File: config.mk
export PLATFORM = sky130hd
export DESIGN_NAME = board_scanner_flat
export DESIGN_NICKNAME = d
export VERILOG_FILES = /design/src/rtl/board_pkg.sv /design/src/rtl/board_scanner_if.sv /design/src/rtl/board_scanner_line_eval.sv /design/src/rtl/board_scanner.sv /design/src/flat_wrapper.sv
export SDC_FILE = /design/constraint.sdc
export NUM_CORES = 1
export LEC_CHECK = 0
export BUFFER_PORTS_ARGS = -buffer_cell sky130_fd_sc_hd__buf_4
export CAP_MARGIN = 0
export CORE_ASPECT_RATIO = 1.4
export CORE_UTILIZATION = 33
export CTS_CLUSTER_SIZE = 12
export DETAILED_ROUTE_END_ITERATION = 10
export HOLD_SLACK_MARGIN = 0.05
export SLEW_MARGIN = 20
export SYNTH_ARGS = -nofsm -noshare
export SYNTH_HDL_FRONTEND = slang
export SYNTH_SLANG_ARGS = --single-unit
File: constraint.sdc
create_clock -name clk -period 4.2 [get_ports clk]
set_clock_uncertainty 0.15 [all_clocks]
set_input_delay 0.42 -clock clk [delete_from_list [all_inputs] [get_ports clk]]
set_output_delay 0.42 -clock clk [all_outputs]
set_load 0.01 [all_outputs]
File: src/rtl/board_pkg.sv
// board_pkg: board types, win-line table and scanner states shared by the board scanner
package board_pkg;
  localparam int N_CELLS = 9;
  localparam int N_LINES = 8;
  typedef logic [17:0] board_t;
  typedef enum logic [1:0] {P_NONE, P_ONE, P_TWO} player_e;
  typedef enum logic [1:0] {IDLE, SCAN, DONE} state_e;
  localparam logic [3:0] LINE_CELLS [N_LINES][3] = '{
    '{4'd8, 4'd7, 4'd6}, '{4'd5, 4'd4, 4'd3}, '{4'd2, 4'd1, 4'd0},
    '{4'd8, 4'd5, 4'd2}, '{4'd7, 4'd4, 4'd1}, '{4'd6, 4'd3, 4'd0},
    '{4'd8, 4'd4, 4'd0}, '{4'd6, 4'd4, 4'd2}};
endpackage

File: src/rtl/board_scanner_if.sv
// board_scanner_if: board bus from the move writer plus scan results towards the game FSM
interface board_scanner_if;
  import board_pkg::*;
  logic start;
  board_t matrix_in;
  logic busy;
  logic done;
  logic [1:0] winner;
  logic [2:0] win_line;
  logic draw;
  logic illegal;
  logic [8:0] free_mask;
  logic [3:0] first_free;
  modport master (output start, matrix_in,
                  input busy, done, winner, win_line, draw, illegal, free_mask, first_free);
  modport slave (input start, matrix_in,
                 output busy, done, winner, win_line, draw, illegal, free_mask, first_free);
endinterface

File: src/rtl/board_scanner_line_eval.sv
// line_eval: reports which player, if any, owns all three cells of one line
module line_eval
  import board_pkg::*;
#(
  parameter bit P1_ON_ODD = 1'b1
) (
  input  logic [1:0] a_i,
  input  logic [1:0] b_i,
  input  logic [1:0] c_i,
  output player_e    owner_o
);
  localparam logic [1:0] P1 = P1_ON_ODD ? 2'b10 : 2'b01;
  localparam logic [1:0] P2 = ~P1;
  assign owner_o = (a_i != b_i || b_i != c_i) ? P_NONE :
                   a_i == P1 ? P_ONE : a_i == P2 ? P_TWO : P_NONE;
endmodule

File: src/rtl/board_scanner.sv
// board_scanner: snapshots the board, scans 8 win lines one per clock, reports winner/draw/illegal; BOARD_SCANNER_FREE_CELL_EN adds free-cell outputs
module board_scanner
  import board_pkg::*;
#(
  parameter bit P1_ON_ODD = 1'b1
) (
  input  logic           clk,
  input  logic           rst,
  board_scanner_if.slave bus
);
  state_e state_q, state_d;
  board_t snap_q, snap_d;
  player_e hit_q, hit_d, owner;
  logic [2:0] line_q, line_d, hit_line_q, hit_line_d, win_line_q;
  logic [1:0] winner_q;
  logic done_q, draw_q, illegal_q, first_hit;
  logic [N_CELLS-1:0] occ, bad;
  for (genvar k = 0; k < N_CELLS; k++) begin : g_cell
    assign occ[k] = |snap_q[2*k +: 2];
    assign bad[k] = &snap_q[2*k +: 2];
  end
  line_eval #(.P1_ON_ODD(P1_ON_ODD)) u_eval (
    .a_i     (snap_q[{LINE_CELLS[line_q][0], 1'b0} +: 2]),
    .b_i     (snap_q[{LINE_CELLS[line_q][1], 1'b0} +: 2]),
    .c_i     (snap_q[{LINE_CELLS[line_q][2], 1'b0} +: 2]),
    .owner_o (owner)
  );
  always_comb begin
    first_hit  = state_q == SCAN && hit_q == P_NONE && owner != P_NONE;
    snap_d     = bus.start ? bus.matrix_in : snap_q;
    line_d     = bus.start ? 3'd0 : state_q == SCAN ? line_q + 3'd1 : line_q;
    hit_d      = bus.start ? P_NONE : first_hit ? owner : hit_q;
    hit_line_d = bus.start ? 3'd0 : first_hit ? line_q : hit_line_q;
    state_d    = bus.start ? SCAN : state_q == SCAN ? (line_q == 3'd7 ? DONE : SCAN) : IDLE;
  end
  always_ff @(posedge clk) begin
    if (rst) begin
      state_q    <= IDLE;
      snap_q     <= '0;
      line_q     <= '0;
      hit_q      <= P_NONE;
      hit_line_q <= '0;
      done_q     <= 1'b0;
      winner_q   <= '0;
      win_line_q <= '0;
      draw_q     <= 1'b0;
      illegal_q  <= 1'b0;
    end else begin
      state_q    <= state_d;
      snap_q     <= snap_d;
      line_q     <= line_d;
      hit_q      <= hit_d;
      hit_line_q <= hit_line_d;
      done_q     <= state_q == DONE;
      if (state_q == DONE) begin
        winner_q   <= hit_q;
        win_line_q <= hit_line_q;
        draw_q     <= &occ && hit_q == P_NONE;
        illegal_q  <= |bad;
      end
    end
  end
  assign bus.busy     = state_q == SCAN;
  assign bus.done     = done_q;
  assign bus.winner   = winner_q;
  assign bus.win_line = win_line_q;
  assign bus.draw     = draw_q;
  assign bus.illegal  = illegal_q;
`ifdef BOARD_SCANNER_FREE_CELL_EN
  logic [8:0] free_q;
  logic [3:0] ff_q, ff;
  always_comb begin
    ff = 4'hF;
    for (int k = 0; k < N_CELLS; k++) if (!occ[k]) ff = 4'(k);
  end
  always_ff @(posedge clk) begin
    if (rst) begin
      free_q <= '0;
      ff_q   <= 4'hF;
    end else if (state_q == DONE) begin
      free_q <= ~occ;
      ff_q   <= ff;
    end
  end
  assign bus.free_mask  = free_q;
  assign bus.first_free = ff_q;
`else
  assign bus.free_mask  = 9'd0;
  assign bus.first_free = 4'hF;
`endif
endmodule

File: src/flat_wrapper.sv
// flat-port wrapper written by rule: the top's interface ports become plain ports
module board_scanner_flat import board_pkg::*;
#(
  parameter bit P1_ON_ODD = 1'b1
)
  (clk, rst, bus_start, bus_matrix_in, bus_busy, bus_done, bus_winner, bus_win_line, bus_draw, bus_illegal, bus_free_mask, bus_first_free);
  board_scanner_if bus_i ();
  input  logic clk;
  input  logic rst;
  input wire logic [$bits(bus_i.start)-1:0] bus_start;
  input wire logic [$bits(bus_i.matrix_in)-1:0] bus_matrix_in;
  output wire logic [$bits(bus_i.busy)-1:0] bus_busy;
  output wire logic [$bits(bus_i.done)-1:0] bus_done;
  output wire logic [$bits(bus_i.winner)-1:0] bus_winner;
  output wire logic [$bits(bus_i.win_line)-1:0] bus_win_line;
  output wire logic [$bits(bus_i.draw)-1:0] bus_draw;
  output wire logic [$bits(bus_i.illegal)-1:0] bus_illegal;
  output wire logic [$bits(bus_i.free_mask)-1:0] bus_free_mask;
  output wire logic [$bits(bus_i.first_free)-1:0] bus_first_free;
  assign bus_i.start = bus_start;
  assign bus_i.matrix_in = bus_matrix_in;
  assign bus_busy = bus_i.busy;
  assign bus_done = bus_i.done;
  assign bus_winner = bus_i.winner;
  assign bus_win_line = bus_i.win_line;
  assign bus_draw = bus_i.draw;
  assign bus_illegal = bus_i.illegal;
  assign bus_free_mask = bus_i.free_mask;
  assign bus_first_free = bus_i.first_free;
  board_scanner #(.P1_ON_ODD(P1_ON_ODD)) u_core (.clk(clk), .rst(rst), .bus(bus_i));
endmodule
Yosys cells after proc, flatten, opt, wreduce, memory -nomap -nowiden:

Memories as Yosys holds them, arrays and structs flattened.
Index checks and enable logic that the tools add are counted.

* add/subtract/negate cells: 1
* $mul: 0
* divide/modulo/power cells: 0
* magnitude comparators: 1
* equality and inequality tests: 7
* shift-type cells: 3
* muxes and demuxes: 8
* bitwise logic cells: 2
* reduce and logical (&&, ||, !) cells: 28

Operators by type and width (number)
* indexed part select 18 x 6 -> 2 bit: 3
* two-way mux 12 bit: 2
* OR reduction 2 bit: 10
* AND reduction 2 bit: 9
* AND reduction 9 bit: 1
* OR reduction 9 bit: 1
* two-way mux 2 bit: 4
* == test 2 x 1 -> 1 bit (second input constant): 2
* == test 2 bit (second input constant): 2
* greater-or-equal comparator 4 bit (second input constant): 1
* != test 2 bit: 2
* inverter 3 -> 4 bit: 1
* adder 3 x 1 -> 3 bit (second input constant): 1
* == test 3 bit (second input constant): 1
* logical AND 1 bit: 3
* OR reduction 3 bit: 1
* logical NOT 2 bit: 1
* two-way mux 1 bit: 2
* nonzero test 2 bit: 1
* logical OR 1 bit: 1
* inverter 1 bit: 1

* flip-flop bits (word level): 36
* latch bits: 0
* memory bits (writable): 0
* memory bits (read-only): 96
* memories kept: 1

Memories
* (name not given): words 8, bits a word 12, rd ports 1, clocked after memory_dff 0, write ports 0, line board_scanner.sv:23 `.a_i (snap_q[{LINE_CELLS[line_q][0], 1'b0} +: 2]),`

Depth between registers and ports, before layout:

* depth after elaboration: 11
* gate-level depth with buffers: 11
* gate-level depth less buffers: 9

Hierarchy:

Synthesis repeated with hierarchy kept, for this count alone.

* cell total of the unflattened synthesis: 240
* area, all modules: 2145.8 µm²

Modules (own cells, without submodules)
* board_scanner: instances 1, cells each 236, area an instance 2098.3 µm²
* line_eval: instances 1, cells each 4, area an instance 47.5 µm²

Least setup slack after synthesis:

Ideal clock, no wire load.

* path type: register to register
* start: reg u_core.line_q[0]
* end: reg u_core.hit_line_q[0]
* library setup time: 0.072 ns
* arrival: 2.554 ns
* setup slack: 1.425 ns
* stages on the path, launching flop included: 11
* buffers on the path: 2
* period minus slack after synthesis: 2.775 ns
* path through: dfxtp_1 -> inv_1 -> ha_1 -> buf_2 -> buf_2 -> nand3_1 -> a21oi_1 -> a2111oi_4 -> or4b_4 -> a221oi_4 -> mux2i_1

* longest elaborated chain between the ends: 11
* elaborated cells on any way between the ends: 17
* those cells by class: eq/ne (4); shift (3); mux (5); bitwise (1); reduce/logical (3); memory (1)

Ends and longest elaborated chain
* start: declaration: line board_scanner.sv:14 `logic [2:0] line_q, line_d, hit_line_q, hit_line_d, win_line_q;`
* start signal: assignment: line board_scanner.sv:51 `line_q <= line_d;`
* inverter 3 -> 4 bit (implied by the code): line board_scanner.sv:23, board_scanner.sv:24, board_scanner.sv:25
* memory (8 x 12 bit)
* two-way mux 12 bit (implied by the code) (2 in a row): line board_scanner.sv:23
* indexed part select 18 x 6 -> 2 bit: line board_scanner.sv:23
* == test 2 x 1 -> 1 bit: line board_scanner_line_eval.sv:15 `a_i == P1 ? P_ONE : a_i == P2 ? P_TWO : P_NONE;`
* two-way mux 2 bit (2 in a row): line board_scanner_line_eval.sv:15
* two-way mux 2 bit: line board_scanner_line_eval.sv:14 `assign owner_o = (a_i != b_i || b_i != c_i) ? P_NONE :`
* nonzero test 2 bit: line board_scanner.sv:29 `first_hit = state_q == SCAN && hit_q == P_NONE && owner != P_NONE;`
* logical AND 1 bit: line board_scanner.sv:29
* end signal: assignment: line board_scanner.sv:53 `hit_line_q <= hit_line_d;`
* end: declaration: line board_scanner.sv:14

Several ways; a longest one is shown, not always the timed one. The select of a mux whose other input is x is not followed.
A chain may end at the register's enable or synchronous reset.

Final worst setup path:

* start: reg u_core.line_q[0]
* end: reg u_core.hit_line_q[1]

* longest elaborated chain between the ends: 11
* elaborated cells on any way between the ends: 17
* those cells by class: eq/ne (4); shift (3); mux (5); bitwise (1); reduce/logical (3); memory (1)

Ends and longest elaborated chain (line)
* inverter 3 -> 4 bit (implied by the code) (*): board_scanner.sv:23, board_scanner.sv:24, board_scanner.sv:25
* memory (8 x 12 bit) (*)
* two-way mux 12 bit (implied by the code) (*) (2 in a row): board_scanner.sv:23
* indexed part select 18 x 6 -> 2 bit: board_scanner.sv:23
* == test 2 x 1 -> 1 bit: board_scanner_line_eval.sv:15
* two-way mux 2 bit (2 in a row): board_scanner_line_eval.sv:15
* two-way mux 2 bit (*): board_scanner_line_eval.sv:14
* nonzero test 2 bit (*): board_scanner.sv:29
* logical AND 1 bit (*): board_scanner.sv:29

Every way passes the cells marked *; elsewhere a longest branch is shown, timed or not. The select of a mux whose other input is x is not followed.

==> impl_metrics.yaml <==
worst_hold_path:
  whs_path_depth: 3
  hold_class: "primary input to flop"
  hp-start: "bus_matrix_in[17]"
  hold_path_end: "u_core.snap_q[17]"
critical_path:
  crit_fanout: 16
  worstPathArrival_ns: 3.54
  reg2reg_to: "u_core.hit_line_q[1]"
  cp_cell_sequence: "inv_1, ha_1, nor2b_1, mux2i_1, mux2i_1, mux2i_1, or4b_4, a221oi_4, mux2i_1"
  regToRegSetupSlack_ns: 0.75
  cp.required_ns: 4.28
  crit_family: "simple AND/OR/NAND/NOR gates"
  rr_worst_depth: 9
  cp_num_buf_inv: 1
  crit_type: "flop to flop"
  critPathMaxStageDelay_ns: 0.63
  cpMostUsedCell: "mux2i_1"
  worstSetupStartpointType: "flop"
  cpMaxStageDelayCell: "nor2b_1"
  setup.worst_path.start: "u_core.line_q[0]"
  rr_startpoint: "u_core.line_q[0]"
  end_kind: "flop"
power_and_ir_drop:
  peakVddDrop_v: 0.0002691
  power.density_nw_per_um2: 301.3
  p_leak_nw: 1.069
synthesis:
  synth_flop_cell: "dfxtp_1"
  synth_edf_count: 0
  synth_cell_types: 57
  yosysWarnings: 0
  syn_avg_cell_area_sq_um: 8.721
  yosysSeqAreaShare_pct: 30.72
  syn_inst: 269
  syn_area_sq_um: 2346
  ys_seq_elements: 36
  async_reset_ff_share_pct: 0
die:
  initial_utilization_pct: 33.82
  io_pins: 43
  core_sq_um: 6937
  dieArea_sq_um: 7455
  fp.dieH_um: 101.8
  rows: 36
  die_x_um: 73.26
route:
  drt-total-wl_um: 5541
  drtIter0Drc: 77
  first_pass_iters: 5
  ant_nets: 0
  num_vias: 1968
  drc_errors: 0
  wire_per_inst_um: 14.54
  via_per_inst: 5.165
layout:
  final_nets: 313
  drive_gt1_share_pct: 18.18
  areaGrowthSynthToFinish_pct: 12.11
  n_antenna_cell: 0
clock_network:
  clockRootBuffer: "clkbuf_8"
  hold_buffers: 0
  h-tree-depth: 2
  post_cts_buffers: 0
  cts_resized: 0
  cts_made_buffers: 5
  tritoncts: "yes"
  cts_buffer_depth: 2
  clkTransAtPathRegs_ns: 0.08
  cts_sinks: 36
  clock_latency_ns: 0.29
sta:
  fmax_ghz: 0.2895
  fin_crit_sh_pct: 82.23
  finalCriticalPeriod_ns: 3.454
  slew_violations: 0
  rsz0062_at_grt: "no"
  setup_viol_count_final: 0
  final_hold_viol_count: 0
  hold_ws_ns: 0.2083
  tightest_slew_ns: 0.6801
  finalSetupTns_ns: 0
  max_slew_margin_pct: 54.57
status:
  status: "complete, no violations"
job:
  cap_violations: 0
grt:
  grt_max_degree: 32
  grt_pass1_wl_um: 9163
  grt_pass1_vias: 1841
  grtUsageTotal_pct: 16.18
  grt_overflow_total: 0
  grt_antenna_before_repair: 0
placed_design:
  numPortBuffers: 29
  dp_hpwl_um: 3993
  gp_congestion: 0.8287
==> how the worst max path moves through the flow <==
stage                           end  slack (ns)  cells after the start
5_1_grt        u_core.hit_line_q[0]        0.48                      9
2_1_floorplan  u_core.hit_line_q[0]        1.42                     10
4_1_cts        u_core.hit_line_q[1]        0.80                      9
6_report       u_core.hit_line_q[1]        0.75                      9
3_5_place_dp   u_core.hit_line_q[1]        0.82                      9
3_3_place_gp   u_core.hit_line_q[2]        0.93                      9
==> power breakdown <==
part | leakage (nW) | switching [mW] | total [mW] | internal, mW
Sequential | 0.295 | 0.0217 | 0.374 | 0.353
Clock | 0.0541 | 0.133 | 0.308 | 0.176
Combinational | 0.721 | 0.0573 | 0.110 | 0.0524
Total | 1.07 | 0.212 | 0.792 | 0.581
==> worst min-delay path: cells and delay by family <==
family / cells / cell delay [ns]
simple gates: 1 / 0.07
buf+inv: 1 / 0.08
mux: 1 / 0.05
==> registers in the layout, indices dropped and copies added (netlist names) <==
name                 cells
u_core.hit_q             2
u_core.line_q            3
u_core.bus.illegal       1
u_core.bus.draw          1
u_core.bus.done          1
u_core.bus.win_line      3
u_core.hit_line_q        3
u_core.snap_q           18
u_core.state_q           2
u_core.bus.winner        2
==> metrics by stage <==
| stage | power (mW) | util, % | cells | setup slack (ns) | cell area [sq um] |
|---|---|---|---|---|---|
| after floorplan | 0.4655 | - | 280 | 1.425 | 2387 |
| after global routing | 0.8276 | 37.91 | 381 | 0.4849 | 2630 |
| final | 0.7925 | 37.91 | 381 | 0.7462 | 2630 |
| after global placement | 0.4910 | 36.29 | 373 | 0.9301 | 2517 |
| after detailed placement | 0.4919 | 36.29 | 373 | 0.8211 | 2517 |
| after CTS | 0.8053 | 37.90 | 381 | 0.7977 | 2629 |
==> cells in the mapped netlist (2+ instances only) <==
master	instances	share of area [%]
dfxtp_1	36	31
mux2i_1	34	15
nor2_1	29	4.6
nand2_1	26	4.2
a21oi_1	16	3.4
buf_4	14	4.5
clkbuf_1	8	1.3
nand3_1	8	1.7
ha_1	7	3.7
inv_1	6	0.96
nand2b_1	6	1.6
o21ai_0	6	1.3
nor3_1	5	1.1
a211oi_1	4	1.3
nor2b_1	4	1.1
o22ai_1	4	1.1
buf_2	3	0.64
buf_6	3	1.4
o21a_1	3	0.96
a22oi_1	2	0.64
a31oi_1	2	0.53
a32oi_1	2	0.75
buf_1	2	0.32
conb_1	2	0.32
mux4_2	2	1.9
nand4b_1	2	0.75
nor4_1	2	0.53
o21ai_1	2	0.43
==> placed cells by master (no fill, tap or decap), drive strengths merged, types with 3 or more instances in the layout <==
master / count
a211oi: 4
a21oi: 16
a221oi: 3
buf: 29
clkbuf: 5
conb: 13
dfxtp: 36
ha: 7
inv: 6
mux2i: 35
nand2: 26
nand2b: 6
nand3: 8
nor2: 29
nor2b: 4
nor3: 5
o21a: 3
o21ai: 9
o22ai: 4
==> per-layer routing <==
layer	share of wire, %	vias to the layer above	global-route usage, %	routed length, um
met4	3.0	0	9.050	165
met2	50	63	28.28	2795
met1	42	923	18.44	2335
met3	4.4	13	2.587	245
li1	-	969	-	-
met5	0	-	0	0
==> area by class of cell <==
type	instances	area, sq um
Multi-Input combinational cell	207	1438
Clock buffer	5	68.82
Timing Repair Buffer	29	217.7
Sequential cell	36	721.9
Inverter	6	22.52
Tap cell	95	118.9
Fill cell	734	4307
Clock inverter	3	42.54
==> cell families after synthesis <==
| logic type | after synthesis | synth area share (%) |
|---|---|---|
| adder cells (fa/ha/maj) | 7 | 3.733 |
| buffers and inverters | 37 | 9.760 |
| other | 2 | 0.3201 |
| flip-flops | 36 | 30.72 |
| XOR/XNOR | 1 | 0.3734 |
| AO/OA/AOI/OAI | 53 | 17.17 |
| multiplexers | 38 | 17.87 |
| AND/OR/NAND/NOR | 95 | 20.05 |
(Power assumes the default switching activity.)
